File: src/rtl/sram_axi_bridge.sv
// SRAM-like to AXI3 bridge: instruction and data request ports share one read
// FSM (one outstanding read), data stores use a separate write FSM. The data
// port keeps at most one transaction in flight, so loads never pass stores.
module sram_axi_bridge #(
    parameter int unsigned DATA_PRIO = 1
) (
    input  logic        clk,
    input  logic        reset,

    input  logic        inst_sram_req,
    input  logic        inst_sram_wr,
    input  logic [1:0]  inst_sram_size,
    input  logic [31:0] inst_sram_addr,
    input  logic [3:0]  inst_sram_wstrb,
    input  logic [31:0] inst_sram_wdata,
    output logic        inst_sram_addr_ok,
    output logic        inst_sram_data_ok,
    output logic [31:0] inst_sram_rdata,

    input  logic        data_sram_req,
    input  logic        data_sram_wr,
    input  logic [1:0]  data_sram_size,
    input  logic [31:0] data_sram_addr,
    input  logic [3:0]  data_sram_wstrb,
    input  logic [31:0] data_sram_wdata,
    output logic        data_sram_addr_ok,
    output logic        data_sram_data_ok,
    output logic [31:0] data_sram_rdata,

    output logic [3:0]  arid,
    output logic [31:0] araddr,
    output logic [7:0]  arlen,
    output logic [2:0]  arsize,
    output logic [1:0]  arburst,
    output logic [1:0]  arlock,
    output logic [3:0]  arcache,
    output logic [2:0]  arprot,
    output logic        arvalid,
    input  logic        arready,

    input  logic [3:0]  rid,
    input  logic [31:0] rdata,
    input  logic [1:0]  rresp,
    input  logic        rlast,
    input  logic        rvalid,
    output logic        rready,

    output logic [3:0]  awid,
    output logic [31:0] awaddr,
    output logic [7:0]  awlen,
    output logic [2:0]  awsize,
    output logic [1:0]  awburst,
    output logic [1:0]  awlock,
    output logic [3:0]  awcache,
    output logic [2:0]  awprot,
    output logic        awvalid,
    input  logic        awready,

    output logic [3:0]  wid,
    output logic [31:0] wdata,
    output logic [3:0]  wstrb,
    output logic        wlast,
    output logic        wvalid,
    input  logic        wready,

    input  logic [3:0]  bid,
    input  logic [1:0]  bresp,
    input  logic        bvalid,
    output logic        bready
);

    typedef enum logic [1:0] {RdIdle, RdAr, RdR} rd_state_e;
    typedef enum logic [1:0] {WrIdle, WrAwW, WrB} wr_state_e;

    rd_state_e   r_rd_state, w_rd_state_nxt;
    wr_state_e   w_wr_state_nxt, r_wr_state;

    logic [31:0] r_rd_addr;
    logic [1:0]  r_rd_size;
    logic        r_rd_id;

    logic [31:0] r_wr_addr;
    logic [1:0]  r_wr_size;
    logic [3:0]  r_wr_strb;
    logic [31:0] r_wr_data;
    logic        r_aw_done;
    logic        r_w_done;

    logic        w_rd_idle;
    logic        w_wr_idle;
    logic        w_drd_cand;
    logic        w_inst_cand;
    logic        w_drd_acc;
    logic        w_dwr_acc;
    logic        w_inst_acc;
    logic        w_rd_done;
    logic        w_b_done;

    // Inputs the bridge deliberately ignores (read-only inst port, rid/rresp/rlast/bid/bresp).
    logic w_unused;
    assign w_unused = ^{inst_sram_wr, inst_sram_wstrb, inst_sram_wdata,
                        rid, rresp, rlast, bid, bresp};

    // Acceptance: combinational from req and FSM state, forced low in reset.
    always_comb begin
        w_rd_idle   = (r_rd_state == RdIdle);
        w_wr_idle   = (r_wr_state == WrIdle);
        // Read FSM idle implies no data read outstanding; write must be idle too.
        w_drd_cand  = data_sram_req && !data_sram_wr && w_rd_idle && w_wr_idle && !reset;
        w_inst_cand = inst_sram_req && w_rd_idle && !reset;
        if (DATA_PRIO != 0) begin
            w_drd_acc  = w_drd_cand;
            w_inst_acc = w_inst_cand && !w_drd_cand;
        end else begin
            w_drd_acc  = w_drd_cand && !w_inst_cand;
            w_inst_acc = w_inst_cand;
        end
        w_dwr_acc   = data_sram_req && data_sram_wr && w_wr_idle && !reset
                      && !(!w_rd_idle && r_rd_id);
        w_rd_done   = (r_rd_state == RdR) && rvalid && !reset;
        w_b_done    = (r_wr_state == WrB) && bvalid && !reset;
    end

    // Read FSM next-state.
    always_comb begin
        w_rd_state_nxt = r_rd_state;
        unique case (r_rd_state)
            RdIdle:  if (w_drd_acc || w_inst_acc) w_rd_state_nxt = RdAr;
            RdAr:    if (arready) w_rd_state_nxt = RdR;
            RdR:     if (rvalid) w_rd_state_nxt = RdIdle;
            default: w_rd_state_nxt = RdIdle;
        endcase
    end

    // Read FSM state register and latched AR payload.
    always_ff @(posedge clk) begin
        if (reset) begin
            r_rd_state <= RdIdle;
            r_rd_addr  <= '0;
            r_rd_size  <= '0;
            r_rd_id    <= 1'b0;
        end else begin
            r_rd_state <= w_rd_state_nxt;
            if (w_drd_acc) begin
                r_rd_addr <= data_sram_addr;
                r_rd_size <= data_sram_size;
                r_rd_id   <= 1'b1;
            end else if (w_inst_acc) begin
                r_rd_addr <= inst_sram_addr;
                r_rd_size <= inst_sram_size;
                r_rd_id   <= 1'b0;
            end
        end
    end

    // Write FSM next-state: leave AW/W once both handshakes are done (past or now).
    always_comb begin
        w_wr_state_nxt = r_wr_state;
        unique case (r_wr_state)
            WrIdle:  if (w_dwr_acc) w_wr_state_nxt = WrAwW;
            WrAwW:   if ((r_aw_done || awready) && (r_w_done || wready)) w_wr_state_nxt = WrB;
            WrB:     if (bvalid) w_wr_state_nxt = WrIdle;
            default: w_wr_state_nxt = WrIdle;
        endcase
    end

    // Write FSM state register, latched store payload and per-channel done flags.
    always_ff @(posedge clk) begin
        if (reset) begin
            r_wr_state <= WrIdle;
            r_wr_addr  <= '0;
            r_wr_size  <= '0;
            r_wr_strb  <= '0;
            r_wr_data  <= '0;
            r_aw_done  <= 1'b0;
            r_w_done   <= 1'b0;
        end else begin
            r_wr_state <= w_wr_state_nxt;
            if (w_dwr_acc) begin
                r_wr_addr <= data_sram_addr;
                r_wr_size <= data_sram_size;
                r_wr_strb <= data_sram_wstrb;
                r_wr_data <= data_sram_wdata;
                r_aw_done <= 1'b0;
                r_w_done  <= 1'b0;
            end else begin
                if (awvalid && awready) r_aw_done <= 1'b1;
                if (wvalid && wready)   r_w_done  <= 1'b1;
            end
        end
    end

    // Output decode: AXI channels from state, SRAM handshakes from acceptance/completion.
    always_comb begin
        inst_sram_addr_ok = w_inst_acc;
        data_sram_addr_ok = w_drd_acc || w_dwr_acc;
        inst_sram_data_ok = w_rd_done && !r_rd_id;
        data_sram_data_ok = (w_rd_done && r_rd_id) || w_b_done;
        inst_sram_rdata   = rdata;
        data_sram_rdata   = rdata;

        arid    = {3'b000, r_rd_id};
        araddr  = r_rd_addr;
        arsize  = {1'b0, r_rd_size};
        arlen   = 8'd0;
        arburst = 2'd1;
        arlock  = 2'd0;
        arcache = 4'd0;
        arprot  = 3'd0;
        arvalid = (r_rd_state == RdAr);
        rready  = (r_rd_state == RdR);

        awid    = 4'd1;
        awaddr  = r_wr_addr;
        awsize  = {1'b0, r_wr_size};
        awlen   = 8'd0;
        awburst = 2'd1;
        awlock  = 2'd0;
        awcache = 4'd0;
        awprot  = 3'd0;
        awvalid = (r_wr_state == WrAwW) && !r_aw_done;

        wid     = 4'd1;
        wdata   = r_wr_data;
        wstrb   = r_wr_strb;
        wlast   = 1'b1;
        wvalid  = (r_wr_state == WrAwW) && !r_w_done;

        bready  = (r_wr_state == WrB);
    end

endmodule

File: config.mk
export PLATFORM = sky130hd
export DESIGN_NAME = sram_axi_bridge
export DESIGN_NICKNAME = d
export VERILOG_FILES = /design/src/rtl/sram_axi_bridge.sv
export SDC_FILE = /design/constraint.sdc
export NUM_CORES = 1
export LEC_CHECK = 0
export BUFFER_PORTS_ARGS = -buffer_cell sky130_fd_sc_hd__buf_2
export CAP_MARGIN = 20
export CORE_AREA = 2 2 164 166
export DETAILED_ROUTE_END_ITERATION = 8
export DIE_AREA = 0 0 166 168
export HOLD_SLACK_MARGIN = 0.06
export MAX_ROUTING_LAYER = met4
export PLACE_DENSITY = 0.47
export SLEW_MARGIN = 20
export SYNTH_ARGS = -nofsm -noshare
export SYNTH_HDL_FRONTEND = slang
export SYNTH_SLANG_ARGS = --single-unit
File: constraint.sdc
create_clock -name clk -period 4.2 [get_ports clk]
set_input_delay 0.42 -clock clk [delete_from_list [all_inputs] [get_ports clk]]
set_output_delay 0.42 -clock clk [all_outputs]
set_load 0.05 [all_outputs]
==> flow_summary.yaml <==
clock_tree:
  post_cts_buffers: 0
  cts_buffers: 9
  ctsHoldBuffers: 0
  clockRootBuffer: "clkbuf_16"
  clk_pin_slew_worst_paths_ns: 0.08
  h-tree-depth: 3
  cts_tree: "built"
  clockBufferDepth: 2
  ctsResizeCount: 0
  cts_sinks: 111
  clk_latency_ns: 0.35
floorplan:
  die_w_um: 166
  initial_core_util_pct: 19.54
  dieArea_um2: 27890
  die_h_um: 168
  rows: 60
  core-area_um2: 26350
  num_io_pins: 426
global_route:
  overflow: 0
  grt_pass1_wl_um: 24780
  first_global_vias: 4375
  grt_usage_pct: 11.83
  grt_max_degree: 65
  antenna_found_initial: 1
timing:
  max_freq_ghz: 0.3821
  rsz0062_at_grt: "no"
  layout_min_cycle_time_ns: 2.617
  tightest_slew_ns: 0.9039
  setup-violations-final: 0
  drv_slew: 0
  setup_ws_ns: 1.583
  finalCritPeriodShare_pct: 62.31
  fin_skew_ns: 0.01230
  relSlewSlack_pct: 39.74
  setup_tns_ns: 0
  hold_viol: 0
final_layout:
  drive_gt1_share_pct: 32.58
  multi_input_area_um2: 2024
  fill_cells: 2994
  register_area_um2: 2222
  area_growth_pct: 20.04
  nets: 989
critical_path:
  arrival_ns: 2.20
  path_class: "reg2out"
  cp-start-kind: "flop"
  cp-end-kind: "output port"
  cp_num_buf_inv: 1
  path_max_fanout: 25
  required_ns: 3.78
  cp_cell_sequence: "nor4b_4 > nand2_2 > o21ai_0 > buf_2"
  path_delay_family: "simple AND/OR/NAND/NOR gates"
  cpMaxStageDelayCell: "nor4b_4"
  slowest_delay_ns: 0.46
drt:
  routedWlPerCell_um: 14.37
  drt_iter0_drc: 241
  drc: 0
  dr.pass1.iters: 4
  route.vias.total: 4549
  ant_nets: 0
  wirelength_um: 16380
  vias_per_cell: 3.990
synthesis:
  avgSynthCellArea_um2: 7.827
  ys_ff_latch: 111
  synthCells: 658
  syn_area_um2: 5150
  ys_seq_area_share_pct: 43.15
  yosys.cell_types.count: 27
  ys_warn_count: 0
placement:
  place_congestion: 0.6891
  place_ws_ns: 1.606
  dp_hpwl_um: 10990
  port_buffers: 227
status:
  status: "finished clean"
job:
  cap_violations: 0
pwr:
  vdd_ir_drop_max_uv: 147.9
  p_leak_nw: 2.803
  powerDensity_nw_per_um2: 445.9
min_path:
  hold_class: "in2reg"
## placed cells by master (no fill, tap or decap), drive strengths merged, types with 2 or more instances in the layout
cell type	instances
buf	233
nand2	209
dfxtp	111
a21oi	74
conb	52
nor2	40
a311oi	33
clkbuf	9
nor2b	6
nor3	6
inv	5
o21ai	3
o22ai	3
clkinv	3
nand2b	2
## where the power goes
part | leakage (nW) | switching (mW) | total (mW) | internal, mW
clock network | 0.152 | 0.441 | 0.913 | 0.472
logic | 1.74 | 0.539 | 0.687 | 0.147
registers | 0.907 | 0.0365 | 1.16 | 1.12
## registers in the layout, indices dropped and copies added, names as in the netlist
name	flops
araddr	32
wdata	32
r_rd_state	2
r_wr_size	2
r_wr_state	2
awaddr	32
r_rd_size	2
r_rd_id	1
wstrb	4
r_w_done	1
r_aw_done	1
## metal layers
layer  part of all wire, %  global-route usage (%)  wire (µm)  vias to the layer above
met5                     0                       -          0                        -
met4                   2.1                   4.008        348                        0
met2                    47                   19.75       7777                      194
met1                    44                   13.93       7226                     2062
li1                      -                       -          -                     2259
met3                   6.3                   2.962       1027                       34
## synth_stat cells
library cell,number,share of area (%)
nand2_1,208,15
buf_4,118,17
dfxtp_1,111,43
a21oi_1,74,7.2
nor2_1,40,2.9
a311oi_1,28,4.8
clkbuf_1,27,2.0
buf_2,9,0.87
nor2b_1,6,0.73
a311oi_2,5,1.5
buf_6,5,1.1
nor3_1,5,0.49
o21ai_0,3,0.29
o22ai_1,3,0.36
conb_1,2,0.15
inv_1,2,0.15
nand2b_1,2,0.24
a2111oi_0,1,0.17
a211oi_1,1,0.15
a22oi_1,1,0.15
a32oi_1,1,0.17
and2_1,1,0.12
and4_1,1,0.17
nand2_2,1,0.12
nand4_1,1,0.12
nor3_2,1,0.19
nor4b_4,1,0.46
## final cells by class
type                    count  area share, %
repair buffers            233          19.35
inverters                   2         0.1214
clock buffers               9          3.643
multi-input cells         436          32.75
flip-flops and latches    111          35.94
well taps                 341          6.901
clock inverters             7          1.255
diodes                      1        0.04048
## cell families (layout without fill, tap and decap cells)
logic type	count (synthesis)	after routing	synth area share, %
other	2	53	0.1458
AND/OR/NAND/NOR	267	267	20.72
buffers and inverters	161	251	21.28
AO/OA/AOI/OAI	117	117	14.70
flip-flops	111	111	43.15
## per-stage QoR
step	total power [mW]	hold WS [ns]	utilization, %	cells	cell area (µm²)
3_5_place_dp	1.878	0.4439	22.30	1123	5877
4_1_cts	2.827	0.2692	23.45	1139	6180
5_1_grt	2.914	0.2717	23.46	1140	6182
3_3_place_gp	1.876	0.4392	22.30	1123	5877
6_report	2.757	0.2932	23.46	1140	6182
2_1_floorplan	1.892	0.4844	-	708	5338
## worst register-to-register path, stage by stage, from the launching register on
cell and delay, ns:
dfxtp_1 0.36, o21ai_0 0.21, and4_2 0.62, buf_4 0.60, nand2_1 0.25, a21oi_1 0.15
## final timing paths
check	cells after the start	slack, ns	to	startpoint
setup / recovery	4	1.58	data_sram_addr_ok	r_wr_state[0]
hold / removal	2	0.29	r_rd_state[0]	arready
setup reg to reg	5	1.95	awaddr[0]	r_rd_state[0]
hold reg to reg	2	0.45	wstrb[0]	wstrb[0]
Power figures use the tool's default switching activity.
